### config.mk
export PLATFORM = sky130hd
export DESIGN_NAME = trace_ring_buffer
export DESIGN_NICKNAME = d
export VERILOG_FILES = /design/src/rtl/trace_ring_buffer.sv
export SDC_FILE = /design/constraint.sdc
export NUM_CORES = 1
export LEC_CHECK = 0
export ABC_AREA = 1
export CAP_MARGIN = 20
export CORE_ASPECT_RATIO = 0.8
export CORE_MARGIN = 1.5
export CORE_UTILIZATION = 35
export CTS_BUF_LIST = sky130_fd_sc_hd__clkbuf_8
export DETAILED_ROUTE_END_ITERATION = 12
export PLACE_DENSITY = 0.65
export SLEW_MARGIN = 20
export SYNTH_ARGS = -nofsm -noshare
export SYNTH_HDL_FRONTEND = slang
export SYNTH_SLANG_ARGS = --single-unit
### constraint.sdc
create_clock -name clk -period 6.3 [get_ports clk]
set_input_delay 1.26 -clock clk [delete_from_list [all_inputs] [get_ports clk]]
set_output_delay 1.26 -clock clk [all_outputs]
set_load 0.02 [all_outputs]
### src/rtl/trace_ring_buffer.sv
// Circular trace store in front of a dual-port block RAM: port A writes, port B reads.
// Read issue is credit-limited so the output skid FIFO always has room for every read in flight.
module trace_ring_buffer #(
   parameter int DATA_WIDTH  = 32,
   parameter int ADDR_WIDTH  = 8,
   parameter int RAM_LATENCY = 1
) (
   input  logic                  clk,
   input  logic                  reset,
   input  logic                  flush,
   input  logic                  in_valid,
   input  logic [DATA_WIDTH-1:0] in_data,
   output logic                  in_ready,
   output logic                  out_valid,
   output logic [DATA_WIDTH-1:0] out_data,
   input  logic                  out_ready,
   output logic [ADDR_WIDTH:0]   level,
   output logic [ADDR_WIDTH-1:0] ram_addr_a,
   output logic [DATA_WIDTH-1:0] ram_data_a,
   output logic                  ram_wren_a,
   output logic [ADDR_WIDTH-1:0] ram_addr_b,
   output logic [DATA_WIDTH-1:0] ram_data_b,
   output logic                  ram_wren_b,
   output logic                  ram_clken,
   input  logic [DATA_WIDTH-1:0] ram_q_b
);

   localparam int DEPTH      = 2 ** ADDR_WIDTH;
   localparam int SKID_DEPTH = RAM_LATENCY + 1;
   localparam int CW         = $clog2(SKID_DEPTH + 1);
   localparam int SW         = $clog2(SKID_DEPTH);

   logic [ADDR_WIDTH:0]   wr_ptr;
   logic [ADDR_WIDTH:0]   rd_issue_ptr;
   logic [ADDR_WIDTH:0]   rd_retire_ptr;
   logic [CW-1:0]         credits;
   logic [RAM_LATENCY-1:0] vpipe;

   logic [DATA_WIDTH-1:0] skid_mem [SKID_DEPTH];
   logic [SW-1:0]         skid_head;
   logic [SW-1:0]         skid_tail;
   logic [CW-1:0]         skid_count;

   logic clr;
   logic full;
   logic wr_en;
   logic issue;
   logic retire;
   logic pop;

   function automatic logic [SW-1:0] skid_inc(input logic [SW-1:0] p);
      return (p == SW'(SKID_DEPTH - 1)) ? '0 : p + SW'(1);
   endfunction

   always_comb begin
      clr       = reset | flush;
      level     = wr_ptr - rd_retire_ptr;
      full      = (level == (ADDR_WIDTH+1)'(DEPTH));
      in_ready  = !full && !clr;
      wr_en     = in_valid && in_ready;
      out_valid = (skid_count != '0);
      out_data  = out_valid ? skid_mem[skid_head] : '0;
      pop       = out_valid && out_ready;
      // A pop in this cycle frees a skid slot, so it may fund an issue in the same cycle.
      issue     = !clr && (rd_issue_ptr != wr_ptr) && ((credits != '0) || pop);
      retire    = vpipe[RAM_LATENCY-1] && !clr;
   end

   always_comb begin
      ram_addr_a = wr_ptr[ADDR_WIDTH-1:0];
      ram_data_a = in_data;
      ram_wren_a = wr_en;
      ram_addr_b = rd_issue_ptr[ADDR_WIDTH-1:0];
      ram_data_b = '0;
      ram_wren_b = 1'b0;
      ram_clken  = 1'b1;
   end

   always_ff @(posedge clk) begin
      if (clr) begin
         wr_ptr        <= '0;
         rd_issue_ptr  <= '0;
         rd_retire_ptr <= '0;
         credits       <= CW'(SKID_DEPTH);
         vpipe         <= '0;
         skid_head     <= '0;
         skid_tail     <= '0;
         skid_count    <= '0;
      end else begin
         if (wr_en)
            wr_ptr <= wr_ptr + 1'b1;
         if (issue)
            rd_issue_ptr <= rd_issue_ptr + 1'b1;
         vpipe[0] <= issue;
         for (int unsigned i = 1; i < RAM_LATENCY; i++)
            vpipe[i] <= vpipe[i-1];
         if (retire) begin
            rd_retire_ptr <= rd_retire_ptr + 1'b1;
            skid_tail     <= skid_inc(skid_tail);
         end
         if (pop)
            skid_head <= skid_inc(skid_head);
         skid_count <= skid_count + CW'(retire) - CW'(pop);
         credits    <= credits - CW'(issue) + CW'(pop);
      end
   end

   always_ff @(posedge clk) begin
      if (retire)
         skid_mem[skid_tail] <= ram_q_b;
   end

endmodule

# [Word level (Yosys, flattened, before mapping)]
# Memory sizes are Yosys's and may differ from the RTL's. A register that Yosys moved wholly into a read port is not among the register bits.
# Index checks and enable logic that the tools add are counted.
[classes] n_mux=7 add_sub_neg=10 n_bitwise=1 n_reduce_logical=11 eq_ne=2
[op_table] cell="$mux W32" count=1
[op_table] cell="$add A9 B1 Y9 const B" count=3
[op_table] cell="$eq A9 B9 Y1 const B" count=1
[op_table] cell="$ne A9 B9 Y1" count=1
[op_table] cell="$sub A9 B9 Y9" count=1
[op_table] cell="$logic_and A1 B1 Y1" count=6
[op_table] cell="$mux W1" count=6
[op_table] cell="$add A2 B1 Y2" count=2
[op_table] cell="$reduce_bool A2 Y1" count=2
[op_table] cell="$sub A2 B1 Y2" count=2
[op_table] cell="$add A1 B1 Y1 const B" count=2
[op_table] cell="$logic_not A1 Y1" count=2
[op_table] cell="$logic_or A1 B1 Y1" count=1
[op_table] cell="$or A1 B1 Y1" count=1
[totals] word_cells=40 input_bits=69 ram_bits=64 mem_count=1 output_inout_bits=126 ff_bits=34
[memory_table] memory="skid_mem" depth=2 word_bits=32 rd=1 rd_clocked_by_memory_dff=1 write_ports=1 line="39" rtl="logic [DATA_WIDTH-1:0] skid_mem [SKID_DEPTH];"

# [Logic depth before layout (Yosys ltp)]
# Gate-level depths: netlist (run 1).
[depth] word_depth=6 depth_mapped=17 ltp_nobuf=16

# [Worst setup path before layout (run 1)]
# No wires, ideal clock.
[synth_timing] path_type="input port to flip-flop" startpoint="in flush" endpoint="mem skid_mem[1][0] (enable)" path_buffers=0 setup_ps=423 required_time_ps=5877 path_stages=5 arrival_ps=3054 slack_ps=2823 cell_sequence="nor2_4 -> inv_2 -> nor2_4 -> inv_2 -> nor2_1"
[synth_via] elab_chain_cells=5
[synth_rtl] item="start: declaration" line="10" rtl="input logic flush,"
[synth_rtl] item="$or A1 B1 Y1" line="56" rtl="clr = reset | flush;"
[synth_rtl] item="$logic_not A1 Y1" line="66" rtl="retire = vpipe[RAM_LATENCY-1] && !clr;"
[synth_rtl] item="$logic_and A1 B1 Y1" line="66"
[synth_rtl] item="$mux W1" line="109" rtl="if (retire)"
[synth_rtl] item="$mux W1 (implied by the code)" line="110" rtl="skid_mem[skid_tail] <= ram_q_b;"
[synth_rtl] item="end: declaration" line="39"
# No other way between the ends.

# [Final worst setup path (run 1)]
[layout_timing] startpoint="reg wr_ptr[0]" endpoint="out ram_wren_a"
[layout_via] elab_chain_cells=5
[layout_rtl] item="start: declaration" line="33" rtl="logic [ADDR_WIDTH:0] wr_ptr;"
[layout_rtl] item="start signal: assignment" line="91" rtl="wr_ptr <= wr_ptr + 1'b1;"
[layout_rtl] item="$sub A9 B9 Y9" line="57" rtl="level = wr_ptr - rd_retire_ptr;"
[layout_rtl] item="$eq A9 B9 Y1" line="58" rtl="full = (level == (ADDR_WIDTH+1)'(DEPTH));"
[layout_rtl] item="$logic_not A1 Y1" line="59" rtl="in_ready = !full && !clr;"
[layout_rtl] item="$logic_and A1 B1 Y1" line="59"
[layout_rtl] item="$logic_and A1 B1 Y1" line="60" rtl="wr_en = in_valid && in_ready;"
[layout_rtl] item="end: declaration" line="20" rtl="output logic ram_wren_a,"
# No other way between the ends.

==> out/qor.csv, run 1 <==
stage,metric,value,unit
floorplanning,die_area,15970,sq um
power,leakage,2.577,nW
timing,relSlewSlack,33.19,%
drt,drc,0,
layout,layout-drive-gt1-share,6.098,%
synth,async_flop_share,0,%
synth,syn_inst,605,
setup_path,critPathLaunchType,register,
synth,post_synth.cell_area_avg,8.802,sq um
floorplanning,ioPinCount,195,
clock_network,cts_sinks,99,
power,power,0.001173,W
synth,synth_seq_cells,99,
timing,rsz0062_at_grt,false,
synth,synth_edf_count,64,
floorplanning,die_w,140.9,um
clock_network,cts_made_buffers,9,
clock_network,clockRootBuffer,clkbuf_8,
run,drv_cap,0,
timing,setup_slack,1.562,ns
floorplanning,start_util,35.59,%
clock_network,cts_tree,built,
global_routing,gr-total-overflow,0,
setup_path,endpoint_kind,output port,
timing,tightest_slew,1.001,ns
layout,area_delta_synth_final,16.89,%
drt,drt_iter0_drc,200,
drt,routed_wl,11220,um
timing,clock_skew,0.01535,ns
drt,drt_first_pass_iters,4,
setup_path,worst-path-max-fanout,11,
place,hpwlAfterDp,8014,um
worst_hold_path,holdPathStages,1,
setup_path,required,5.04,ns
clock_network,clockBufferDepth,2,
timing,setup_viol,0,
synth,netlist_area,5325,sq um
timing,finalCriticalPeriod,4.738,ns
timing,finalSetupTns,0,ns
power,max-vdd-ir-drop,0.0001523,V
synth,synth_top_flop_cell,edfxtp_1,
drt,via_count,3851,
global_routing,grt_pass1_vias,3726,
clock_network,htree_levels,3,
layout,num-nets-final,736,
global_routing,antenna_found_initial,0,
floorplanning,rows,40,
timing,hold_viol,0,
global_routing,grtUsageTotal,14.34,%
drt,via_per_inst,4.557,
worst_hold_path,worstHoldStart,skid_head$_SDFFE_PP0P_,
drt,ant_nets,0,
power,power_density,188.4,nW/um^2
clock_network,clk_latency,0.38,ns
clock_network,clkSlewWorstSetupHoldPaths,0.09,ns
setup_path,arrival,3.48,ns
synth,synth_top_area_share,36.09,%
setup_path,rr_worst_depth,14,
layout,final_cell_mix,"146 x nand2_1, 96 x clkdlybuf4s50_1, 64 x edfxtp_1",
synth,synth.area.top_cells,"edfxtp_1 36%, dfxtp_1 13%, buf_4 12%",
timing,fin_crit_sh,75.21,%
layout,num_antenna_cells,0,
global_routing,grt_max_degree,34,
synth,synth_warnings,0,
setup_path,startpoint,wr_ptr[0]$_SDFFE_PP0P_,
timing,fmax,0.2110,GHz
clock_network,cts_resized,0,
outcome,status,completed,
floorplanning,die_h,113.3,um
layout,fill_cells,1491,
drt,wl_per_cell,13.27,um
floorplanning,core_area,14960,sq um
clock_network,post_cts_buffers,0,
setup_path,r2r-start,wr_ptr[0]$_SDFFE_PP0P_,
synth,synthDistinctLibCells,37,
global_routing,grt_pass1_wl,17840,um
layout,final_common_cell,nand2_1,
timing,slew_violations,0,
synth,ys_seq_area_share,49.25,%
synth,synth_largest_area_cell,edfxtp_1,
place,gp_congestion,0.8318,
setup_path,crit_type,register to output port,
worst_hold_path,holdCritPathClass,register to register,
place,io_buffers,96,
clock_network,ctsHoldBuffers,0,
place,place_ws,1.697,ns
[cells by family (layout without fill, tap and decap cells)]
kind of cell / count (synthesis) / count (layout) / synth area share (%)
buffers and inverters: 160 / 179 / 17.22
AO/OA/AOI/OAI: 65 / 65 / 6.555
flip-flops: 99 / 99 / 49.25
AND/OR/NAND/NOR: 244 / 244 / 19.81
XOR/XNOR: 19 / 19 / 3.125
adder cells (fa/ha/maj): 16 / 16 / 3.900
other: 2 / 34 / 0.1410
[worst paths after layout]
path / endpoint / slack (ns)
setup / recovery: ram_wren_a / 1.56
hold / removal: skid_head$_SDFFE_PP0P_ / 0.46
setup reg to reg: wr_ptr[2]$_SDFFE_PP0P_ / 3.65
hold reg to reg: skid_head$_SDFFE_PP0P_ / 0.46
[registers in the layout (all words and copies together), names as in the netlist, named ones only]
register,count
skid_count,2
rd_retire_ptr,9
rd_issue_ptr,9
credits,2
wr_ptr,9
skid_tail,1
skid_mem,64
skid_head,1
vpipe,1
[cell type report]
cell class | count | area [sq um] | share of cell area, %
flip-flops and latches | 99 | 2623 | 42.13
multi-input cells | 378 | 1923 | 30.89
repair buffers | 99 | 1003 | 16.12
inverters | 64 | 240.2 | 3.859
well taps | 189 | 236.5 | 3.799
clock buffers | 9 | 123.9 | 1.990
clock inverters | 7 | 75.07 | 1.206
[per-stage QoR]
step	cell area, sq um	cells	hold slack, ns	utilization (%)
3_5_place_dp	5998	828	0.4482	40.08
4_1_cts	6197	844	0.4622	41.41
2_1_floorplan	5445	637	0.4224	-
6_report	6225	845	0.4606	41.60
5_1_grt	6225	845	0.5058	41.60
3_3_place_gp	5998	828	0.4351	40.08
[Yosys cell counts (2+ instances only)]
master and n:
a21oi_1 52, a21oi_2 3, and2_1 2, buf_4 82
clkbuf_1 11, conb_1 2, dfxtp_1 35, edfxtp_1 64
ha_1 15, inv_1 60, inv_2 4, nand2_1 146
nand2_2 4, nand3_1 34, nand4_1 6, nor2_1 36
nor2_4 2, nor3_1 5, o21a_1 2, o21ai_0 5
o21bai_1 2, xnor2_1 3, xor2_1 16
[worst max-delay path: stages (launching register included)]
cell and delay [ns]:
dfxtp_1 0.45, inv_1 0.12, ha_1 0.24, fa_1 0.39
inv_1 0.08, nand2_1 0.06, nand2_2 0.09, nand3_1 0.10
nand3b_1 0.11, nand2_2 0.07, and2_1 0.13, nand2_1 0.31
nand3_1 0.24, inv_1 0.11, clkdlybuf4s50_1 0.60
[report_power, final]
part / switching, W / internal, W / total (W)
registers: 0.000000828 / 0.000689 / 0.000690
logic: 0.0000412 / 0.0000276 / 0.0000689
clock network: 0.000226 / 0.000187 / 0.000414
[routing by layer]
metal / up-vias / GRT usage [%] / wire (um)
met5: - / 0 / 0
met4: 0 / 3.264 / 95
met3: 13 / 6.009 / 840
met2: 121 / 24.27 / 5345
met1: 1785 / 17.02 / 4935
li1: 1932 / - / -
Power figures use the tool's default switching activity.
==> inputs of run 2 (changes only) <==
--- a/config.mk
+++ b/config.mk
@@ -12,7 +12,7 @@
 export CORE_UTILIZATION = 35
 export CTS_BUF_LIST = sky130_fd_sc_hd__clkbuf_8
 export DETAILED_ROUTE_END_ITERATION = 12
-export PLACE_DENSITY = 0.65
+export PLACE_DENSITY = 0.68
 export SLEW_MARGIN = 20
 export SYNTH_ARGS = -nofsm -noshare
 export SYNTH_HDL_FRONTEND = slang
==> constraint.sdc (replaced) <==
create_clock -name clk -period 4.3 [get_ports clk]
set_input_delay 0.86 -clock clk [delete_from_list [all_inputs] [get_ports clk]]
set_output_delay 0.86 -clock clk [all_outputs]
set_load 0.02 [all_outputs]
==> out/qor.csv, run 2 (same netlist as run 1, synthesis figures left out) <==
stage,metric,value,unit,change
drt,wl_per_cell,13.08,um,-1.4%
layout,regMostFlops,skid_mem,,
setup_path,critPathLaunchType,register,,
clock_network,clkSlewWorstSetupHoldPaths,0.11,ns,+0.02 ns
layout,final_cell_mix,"145 x nand2_1, 96 x clkdlybuf4s50_1, 64 x edfxtp_1",,
clock_network,htree_levels,3,,unchanged
place,hpwlAfterDp,7912,um,-1.3%
layout,largest_reg_flops,64,,unchanged
worst_hold_path,hold_end,skid_head$_SDFFE_PP0P_,,
clock_network,cts_made_buffers,9,,unchanged
setup_path,required,3.44,ns,-1.60 ns
power,power,0.001726,W,+47%
global_routing,grt_pass1_vias,3568,,-4.2%
place,place_ws,0.4363,ns,-1.260 ns
timing,fmax,0.2508,GHz,
layout,final_common_cell,nand2_1,,
layout,area_delta_synth_final,17.43,%,
timing,rsz0062_at_grt,false,,
power,max-vdd-ir-drop,0.0001493,V,-2.0%
worst_hold_path,worstHoldStart,skid_head$_SDFFE_PP0P_,,
power,power_density,276.0,nW/um^2,+46%
setup_path,endpoint_kind,output port,,
drt,ant_nets,0,,unchanged
worst_hold_path,holdPathStages,1,,unchanged
timing,finalSetupTns,0,ns,unchanged
setup_path,worst-path-max-fanout,11,,unchanged
place,place_area,6033,sq um,+0.58%
layout,layout-drive-gt1-share,7.716,%,+1.6 points
place,gp_congestion,0.8224,,-1.1%
global_routing,grt_pass1_wl,17640,um,-1.1%
drt,via_count,3818,,-0.86%
clock_network,cts_tree,built,,
global_routing,gr-total-overflow,0,,unchanged
floorplanning,die_h,113.3,um,unchanged
floorplanning,start_util,35.59,%,unchanged
setup_path,arrival,3.13,ns,-0.35 ns
global_routing,grt-busiest-layer,met2,,
drt,drt_first_pass_iters,4,,unchanged
timing,hold_viol,0,,unchanged
drt,drc,0,,unchanged
global_routing,grtUsageMet2,23.19,%,-1.1 points
floorplanning,die_area,15970,sq um,unchanged
place,io_buffers,96,,unchanged
clock_network,post_cts_buffers,0,,unchanged
layout,num_antenna_cells,0,,unchanged
timing,setup_slack,0.3120,ns,-1.250 ns
setup_path,rr_worst_depth,12,,-2
clock_network,clockRootBuffer,clkbuf_8,,
clock_network,cts_resized,0,,unchanged
setup_path,r2r_slack,1.72,ns,-1.93 ns
setup_path,crit_type,register to output port,,
drt,routed_wl,11120,um,-0.85%
global_routing,use_met3,4.570,%,-1.4 points
timing,fin_crit_sh,92.74,%,
drt,via_per_inst,4.492,,-1.4%
clock_network,clockBufferDepth,2,,unchanged
layout,num-nets-final,741,,+0.68%
timing,setup_viol,0,,unchanged
outcome,status,completed,,
timing,finalCriticalPeriod,3.988,ns,
global_routing,antenna_found_initial,0,,unchanged
power,leakage,2.598,nW,+0.82%
setup_path,r2r-start,skid_count[1]$_SDFF_PP0_,,
layout,post-route-cell-area,6254,sq um,+0.46%
floorplanning,die_w,140.9,um,unchanged
global_routing,grtUsageTotal,14.18,%,-0.16 points
global_routing,met1_usage,18.14,%,+1.1 points
floorplanning,rows,40,,unchanged
worst_hold_path,holdCritPathClass,register to register,,
clock_network,clk_latency,0.38,ns,about the same
clock_network,ctsHoldBuffers,0,,unchanged
global_routing,grt_max_degree,34,,unchanged
setup_path,reg2reg_to,credits[1]$_SDFF_PP1_,,
clock_network,cts_sinks,99,,unchanged
run,drv_cap,0,,unchanged
floorplanning,ioPinCount,195,,unchanged
timing,slew_violations,0,,unchanged
timing,clock_skew,0.01437,ns,-0.0009843 ns
drt,drt_iter0_drc,190,,-5.0%
floorplanning,core_area,14960,sq um,unchanged
[run 2: cell count changes in the layout (fill, tap and decap cells not counted), moves of 2 or more]
cell / previous run / this run
buf_4: 2 / 8
clkinv_8: 0 / 2
dfxtp_1: 35 / 33
dfxtp_2: 0 / 2
nor2_2: 2 / 4
nor2_4: 4 / 2
[run 2: stage by stage]
| step | instances | hold WS, ns | utilization (%) |
|---|---|---|---|
| after floorplan | 637 | 0.4224 | - |
| after global placement | 834 | 0.4367 | 40.32 |
| after detailed placement | 834 | 0.4438 | 40.32 |
| after CTS | 850 | 0.4699 | 41.72 |
| after global routing | 850 | 0.5025 | 41.79 |
| final | 850 | 0.4639 | 41.79 |
[run 2: where the power goes]
part	total [W]	internal (W)	switching, W
Sequential	0.00101	0.00101	0.00000121
Combinational	0.000102	0.0000413	0.0000611
Clock	0.000612	0.000236	0.000376
[run 2: worst max path at each step]
| stage | slack [ns] | to | from | depth (start not counted) |
|---|---|---|---|---|
| global placement | 0.52 | ram_wren_a | wr_ptr[0]$_SDFFE_PP0P_ | 14 |
| floorplan | 1.22 | skid_mem[1][0]$_DFFE_PP_ | flush | 5 |
| CTS | 0.009 | ram_wren_a | wr_ptr[0]$_SDFFE_PP0P_ | 14 |
| global route | 0.06 | ram_wren_a | wr_ptr[0]$_SDFFE_PP0P_ | 14 |
| finish | 0.31 | ram_wren_a | wr_ptr[0]$_SDFFE_PP0P_ | 14 |
| detailed placement | 0.44 | ram_wren_a | wr_ptr[0]$_SDFFE_PP0P_ | 14 |
[run 2: critical path: stages, from the launching register on]
cell and delay, ns:
dfxtp_2 0.40, inv_1 0.09, ha_1 0.22, fa_1 0.38, inv_1 0.08, nand2_1 0.06, nand2_2 0.08, nand3_1 0.10
nand3b_1 0.11, nand2_2 0.07, and2_1 0.14, nand2_2 0.19, nand3_2 0.14, inv_1 0.09, clkdlybuf4s50_1 0.60
[run 2: final cells by class]
class,count,area (sq um)
clock buffer,9,123.9
clock inverter,7,86.33
fill,1500,8711
inverter,64,240.2
multi-input combinational,378,1921
sequential,99,2625
tap,189,236.5
timing repair buffer,104,1021
[run 2: layer usage]
| metal | vias to the layer above | part of all wire (%) |
|---|---|---|
| met2 | 99 | 47 |
| met5 | - | 0 |
| li1 | 1946 | - |
| met4 | 0 | 0.99 |
| met1 | 1762 | 46 |
| met3 | 11 | 6.2 |
